**src/rtl/hpu_regf_period_arbiter_if.sv**
```systemverilog
// Request/grant bundle between the PE request logic and the regfile period arbiter.
interface hpu_regf_period_arbiter_if #(
    parameter int CH_NB    = 3,
    parameter int PERIOD_W = 8,
    parameter int CH_IDX_W = (CH_NB > 1) ? $clog2(CH_NB) : 1
);
    logic [CH_NB-1:0]          req_vld;
    logic [CH_NB-1:0]          req_rdy;
    logic [CH_NB*PERIOD_W-1:0] period;
    logic                      prio_mode;
    logic                      gnt_vld;
    logic [CH_IDX_W-1:0]       gnt_id;
    logic [CH_NB-1:0]          busy;

    modport master (
        output req_vld, period, prio_mode,
        input  req_rdy, gnt_vld, gnt_id, busy
    );

    modport slave (
        input  req_vld, period, prio_mode,
        output req_rdy, gnt_vld, gnt_id, busy
    );
endinterface

```
**src/rtl/hpu_regf_period_arbiter.sv**
```systemverilog
// Regfile access arbiter: one grant per cycle, per-channel minimum grant period
// enforced by a down-counter, round-robin or fixed-priority selection.
module hpu_regf_period_arbiter #(
    parameter int CH_NB    = 3,
    parameter int PERIOD_W = 8,
    parameter int CH_IDX_W = (CH_NB > 1) ? $clog2(CH_NB) : 1
) (
    input  logic                      clk,
    input  logic                      s_rst,
    hpu_regf_period_arbiter_if.slave  bus
);
    logic [CH_NB-1:0][PERIOD_W-1:0] r_cnt;
    logic [CH_NB-1:0][PERIOD_W-1:0] w_cnt_nxt;
    logic [CH_IDX_W-1:0]            r_rr_ptr;
    logic [CH_IDX_W-1:0]            w_rr_nxt;
    logic                           r_gnt_vld_p1;
    logic [CH_IDX_W-1:0]            r_gnt_id_p1;
    logic [CH_NB-1:0]               r_busy_p1;
    logic [CH_NB-1:0]               w_busy_nxt;
    logic [CH_NB-1:0]               w_elig;
    logic [CH_NB-1:0]               w_gnt;
    logic                           w_sel_vld;
    logic [CH_IDX_W-1:0]            w_sel_id;
    logic [PERIOD_W-1:0]            w_per;

    always_comb begin
        w_elig = '0;
        for (int i = 0; i < CH_NB; i++) begin
            w_elig[i] = bus.req_vld[i] & (r_cnt[i] == '0);
        end
    end

    // Scan from the highest offset down so the lowest offset (closest to the
    // pointer, or lowest index in fixed-priority mode) wins.
    always_comb begin
        int idx;
        idx       = 0;
        w_sel_vld = 1'b0;
        w_sel_id  = '0;
        for (int j = CH_NB - 1; j >= 0; j--) begin
            if (bus.prio_mode) begin
                idx = j;
            end else begin
                idx = int'(r_rr_ptr) + j;
                if (idx >= CH_NB) idx = idx - CH_NB;
            end
            if (w_elig[idx]) begin
                w_sel_vld = 1'b1;
                w_sel_id  = CH_IDX_W'(idx);
            end
        end
    end

    always_comb begin
        w_gnt = '0;
        if (w_sel_vld && !s_rst) w_gnt[w_sel_id] = 1'b1;
    end

    assign bus.req_rdy = w_gnt;

    always_comb begin
        w_per      = '0;
        w_cnt_nxt  = '0;
        w_busy_nxt = '0;
        for (int i = 0; i < CH_NB; i++) begin
            w_per = bus.period[i*PERIOD_W +: PERIOD_W];
            if (w_gnt[i]) begin
                w_cnt_nxt[i] = (w_per == '0) ? '0 : w_per - 1'b1;
            end else if (r_cnt[i] != '0) begin
                w_cnt_nxt[i] = r_cnt[i] - 1'b1;
            end
            w_busy_nxt[i] = |w_cnt_nxt[i];
        end
    end

    assign w_rr_nxt = (w_sel_id == CH_IDX_W'(CH_NB - 1)) ? '0 : w_sel_id + 1'b1;

    // Stage p1: counters, round-robin pointer and registered grant outputs.
    always_ff @(posedge clk) begin
        if (s_rst) begin
            r_cnt        <= '0;
            r_rr_ptr     <= '0;
            r_gnt_vld_p1 <= 1'b0;
            r_gnt_id_p1  <= '0;
            r_busy_p1    <= '0;
        end else begin
            r_cnt        <= w_cnt_nxt;
            r_busy_p1    <= w_busy_nxt;
            r_gnt_vld_p1 <= |w_gnt;
            if (|w_gnt) begin
                r_gnt_id_p1 <= w_sel_id;
                r_rr_ptr    <= w_rr_nxt;
            end
        end
    end

    assign bus.gnt_vld = r_gnt_vld_p1;
    assign bus.gnt_id  = r_gnt_id_p1;
    assign bus.busy    = r_busy_p1;
endmodule
```
**src/flat_wrapper.sv**
```systemverilog
// flat-port wrapper written by rule: the top's interface ports become plain ports
module hpu_regf_period_arbiter_flat 
#(
    parameter int CH_NB    = 3,
    parameter int PERIOD_W = 8,
    parameter int CH_IDX_W = (CH_NB > 1) ? $clog2(CH_NB) : 1
)
  (clk, s_rst, bus_req_vld, bus_period, bus_prio_mode, bus_req_rdy, bus_gnt_vld, bus_gnt_id, bus_busy);
  hpu_regf_period_arbiter_if #(.CH_NB(CH_NB), .PERIOD_W(PERIOD_W), .CH_IDX_W(CH_IDX_W)) bus_i ();
  input  logic clk;
  input  logic s_rst;
  input wire logic [$bits(bus_i.req_vld)-1:0] bus_req_vld;
  input wire logic [$bits(bus_i.period)-1:0] bus_period;
  input wire logic [$bits(bus_i.prio_mode)-1:0] bus_prio_mode;
  output wire logic [$bits(bus_i.req_rdy)-1:0] bus_req_rdy;
  output wire logic [$bits(bus_i.gnt_vld)-1:0] bus_gnt_vld;
  output wire logic [$bits(bus_i.gnt_id)-1:0] bus_gnt_id;
  output wire logic [$bits(bus_i.busy)-1:0] bus_busy;
  assign bus_i.req_vld = bus_req_vld;
  assign bus_i.period = bus_period;
  assign bus_i.prio_mode = bus_prio_mode;
  assign bus_req_rdy = bus_i.req_rdy;
  assign bus_gnt_vld = bus_i.gnt_vld;
  assign bus_gnt_id = bus_i.gnt_id;
  assign bus_busy = bus_i.busy;
  hpu_regf_period_arbiter #(.CH_NB(CH_NB), .PERIOD_W(PERIOD_W), .CH_IDX_W(CH_IDX_W)) u_core (.clk(clk), .s_rst(s_rst), .bus(bus_i));
endmodule
```
**config.mk**
```make
export PLATFORM = sky130hd
export DESIGN_NAME = hpu_regf_period_arbiter_flat
export DESIGN_NICKNAME = d
export VERILOG_FILES = /design/src/rtl/hpu_regf_period_arbiter_if.sv /design/src/rtl/hpu_regf_period_arbiter.sv /design/src/flat_wrapper.sv
export SDC_FILE = /design/constraint.sdc
export NUM_CORES = 1
export LEC_CHECK = 0
export CAP_MARGIN = 20
export CELL_PAD_IN_SITES_DETAIL_PLACEMENT = 2
export CELL_PAD_IN_SITES_GLOBAL_PLACEMENT = 2
export CORE_UTILIZATION = 31
export DETAILED_ROUTE_END_ITERATION = 16
export HOLD_SLACK_MARGIN = 0.03
export PLACE_DENSITY_LB_ADDON = 0.1
export SLEW_MARGIN = 5
export SYNTH_ARGS = -nofsm -noshare
export SYNTH_HDL_FRONTEND = slang
export SYNTH_SLANG_ARGS = --single-unit
```
**constraint.sdc**
```tcl
create_clock -name clk -period 3.1 [get_ports clk]
set_clock_uncertainty 0.15 [all_clocks]
set_input_delay 0.465 -clock clk [delete_from_list [all_inputs] [get_ports clk]]
set_output_delay 0.465 -clock clk [all_outputs]
set_load 0.02 [all_outputs]
```
==> impl_metrics.env <==
export IMPL_drt_iter0_drc=52
export IMPL_min_path_type="reg -> reg"
export IMPL_die_w_um=89.92
export IMPL_fin_cells=463
export IMPL_numCtsBuffers=5
export IMPL_port_buffers=38
export IMPL_final_common_cell="clkdlybuf4s50_1"
export IMPL_synth_top_family_by_area="simple AND/OR/NAND/NOR gates"
export IMPL_syn_inst=301
export IMPL_setup_viol=0
export IMPL_ys_flop_type="dfxtp_1"
export IMPL_leakagePower_nw=1.205
export IMPL_clock_latency_ns=0.29
export IMPL_max_stage_delay_ns=0.36
export IMPL_clock_sinks=32
export IMPL_crit_path_end_kind="primary output"
export IMPL_critPathBufInv=3
export IMPL_grt_ovfl_total=0
export IMPL_drt_total_wl_mm=7.335
export IMPL_hold_viol=0
export IMPL_power_density_mw_per_mm2=918.8
export IMPL_hold_start="u_core.r_rr_ptr[0]"
export IMPL_fillers=829
export IMPL_synth_seq_area_share=0.2674
export IMPL_gp_congestion=0.7519
export IMPL_synth_simple_area_share=0.3138
export IMPL_crit_fanout=4
export IMPL_num_vias=2435
export IMPL_synthArstFlopShare=0
export IMPL_timing_final_crit_period_ns=2.918
export IMPL_antenna_cells=0
export IMPL_cp_common_cell="inv_1"
export IMPL_synth_cell_types=61
export IMPL_synth_edf_count=0
export IMPL_slew_violations=0
export IMPL_cpMaxStageDelayCell="dfxtp_1"
export IMPL_fp_coreArea_mm2=0.007370
export IMPL_cts_max_level=2
export IMPL_rsz0062_at_grt="false"
export IMPL_critical_path_class="reg -> out"
export IMPL_muxShareOfSynthArea=0.01723
export IMPL_wl_per_cell_um=15.84
export IMPL_firstDrtPassIters=4
export IMPL_synth_area_per_cell_um2=7.960
export IMPL_worstMarginPinSlew_ns=0.6708
export IMPL_max_freq_mhz=342.6
export IMPL_detail_route_antenna_nets=0
export IMPL_worstPathRequired_ns=2.48
export IMPL_areaGrowthSynthToFinish_pct=30.76
export IMPL_status="completed"
export IMPL_ys_ff_latch=32
export IMPL_num_rows=31
export IMPL_fin_nets=404
export IMPL_yosysWarnings=0
export IMPL_synth_compound_area_frac=0.2146
export IMPL_synth_fa_ha_area_frac=0.05744
export IMPL_dp_hpwl_mm=6.080
export IMPL_netlist_area_mm2=0.002396
export IMPL_synth_xor_area_frac=0.08407
export IMPL_tns_ns=0
export IMPL_start_util=0.3251
export IMPL_grt_pass1_vias=2559
export IMPL_crit_chain="inv_1 -> ha_1 -> or2_1 -> a221o_1 -> o2111a_2 -> nor3_1 -> nand2_1 -> inv_1 -> clkbuf_2"
export IMPL_ios=39
export IMPL_timing_final_crit_share=0.9414
export IMPL_cts_tree="yes"
export IMPL_maxCapViolCount=0
export IMPL_route_detailed_drc=0
export IMPL_syn_num_nets=342
export IMPL_maxSlewHeadroom=0.5493
export IMPL_crit_family="simple AND/OR/NAND/NOR gates"
export IMPL_final_layout_size_suffix_gt1_frac=0.1538
export IMPL_mostFrequentLayoutCells="35 x clkdlybuf4s50_1, 31 x dfxtp_1, 27 x nand2_1, 27 x nor2_1, 23 x buf_4"
export IMPL_cp_start_kind="flop"
export IMPL_grt_antenna_before_repair=0
export IMPL_via_per_inst=5.259
export IMPL_grt_pass1_wl_mm=12.66
export IMPL_cp_startpoint="u_core.r_rr_ptr[0]"
export IMPL_clkTransAtPathRegs_ns=0.06
export IMPL_track_usage=0.1906
export IMPL_grt_max_degree=12
export IMPL_r2r_start="u_core.r_rr_ptr[0]"
export IMPL_max_vdd_ir_drop_v=0.0003838
export IMPL_die_h_um=89.92
export IMPL_ctsLongestPathBuffers=2
export IMPL_arrival_ns=2.30
export IMPL_hold_buffers=0
export IMPL_dieArea_mm2=0.008085
export IMPL_cts_root_buf="clkbuf_8"
export IMPL_numPlacedInstances=455
-- where the power goes --
group	internal, mW	switching (mW)	total, mW
combinational	0.837	0.937	1.77
clock	0.156	0.168	0.324
sequential	0.592	0.188	0.780
total	1.59	1.29	2.88
-- final timing paths --
check             depth (start not counted)                 end  slack (ns)
setup / recovery                          9      bus_req_rdy[0]        0.18
hold / removal                            2  u_core.r_rr_ptr[0]        0.33
setup reg to reg                          9     u_core.r_cnt[3]        0.49
hold reg to reg                           2  u_core.r_rr_ptr[0]        0.33
-- worst register-to-register path: cells and delay by family (launching register included) --
family                     cells  cell delay [ns]
and+or+nand+nor                2             0.50
buffers and inverters          2             0.20
DFF                            1             0.36
AOI/OAI and AO/OA              4             1.01
adders and majority gates      1             0.34
-- metrics by stage --
| stage | instance area, um^2 | utilization | power, mW | setup slack, ns | hold slack [ns] |
|---|---|---|---|---|---|
| after global placement | 3047 | 0.4134 | 2.504 | -0.1994 | 0.3058 |
| after detailed placement | 3047 | 0.4134 | 2.567 | -0.2408 | 0.3214 |
| after floorplan | 2396 | - | 1.919 | 0.5938 | 0.2898 |
| after global routing | 3133 | 0.4251 | 3.152 | 0.004180 | 0.3771 |
| after CTS | 3141 | 0.4261 | 2.920 | -0.02245 | 0.3313 |
| final | 3133 | 0.4251 | 2.879 | 0.1815 | 0.3272 |
-- layout make-up --
type,instances,area [um^2],area share
inverters,22,82.58,0.02636
clock buffers,5,68.82,0.02196
well taps,99,123.9,0.03954
multi-input cells,241,1659,0.5296
clock inverters,3,18.77,0.005990
repair buffers,61,538.0,0.1717
flip-flops and latches,32,641.9,0.2049
-- repair_timing --
item                                    in CTS  in global routing
gates cloned                                 0                  0
pin swaps                                    0                  1
resized for setup                            7                  7
endpoints found under the setup margin       3                  3
buffers inserted                             0                  0
-- Yosys cell counts (all sizes together), types with 2 or more instances --
master / count / area, um^2
dfxtp: 32 / 640.6
nand2: 28 / 107.6
nor2: 27 / 101.4
inv: 22 / 82.58
o22ai: 18 / 112.6
xnor2: 17 / 148.9
nor3: 16 / 80.08
nor3b: 12 / 106.4
ha: 11 / 137.6
a21oi: 10 / 53.80
nor4: 9 / 86.33
o21ai: 8 / 40.03
nor2b: 6 / 37.54
xor2: 6 / 52.55
a211oi: 5 / 37.54
nand3: 5 / 25.02
or2: 5 / 31.28
a21o: 4 / 30.03
a31oi: 4 / 25.02
clkbuf: 4 / 16.26
and3: 3 / 18.77
mux2i: 3 / 30.03
nand2b: 3 / 18.77
o21a: 3 / 22.52
a221o: 2 / 20.02
and2: 2 / 12.51
and4bb: 2 / 25.02
buf: 2 / 10.01
nand4: 2 / 12.51
nor4b: 2 / 17.52
o2111ai: 2 / 17.52
o31a: 2 / 17.52
o32ai: 2 / 17.52
or3: 2 / 12.51
or4: 2 / 15.01
-- logic make-up after synthesis --
kind of cell | after synthesis
compound gates | 72
xor+xnor | 23
fa+ha+maj | 11
buf+inv | 28
flops | 32
mux | 4
simple gates | 131
-- metal layers --
layer  routed length [um]  up-vias  GRT usage
li1                     -     1228          -
met1                 3585     1164     0.2556
met5                    0        -          0
met4                  134        0    0.05511
met2                 3456       34     0.3173
met3                  158        9    0.02792
-- registers in the layout, summed over array words and instances, names as in the netlist --
register and count:
u_core.bus.busy 3, u_core.bus.gnt_id 2, u_core.bus.gnt_vld 1, u_core.r_cnt 24
u_core.r_rr_ptr 2
No activity file was read; power rests on OpenSTA's default activity.
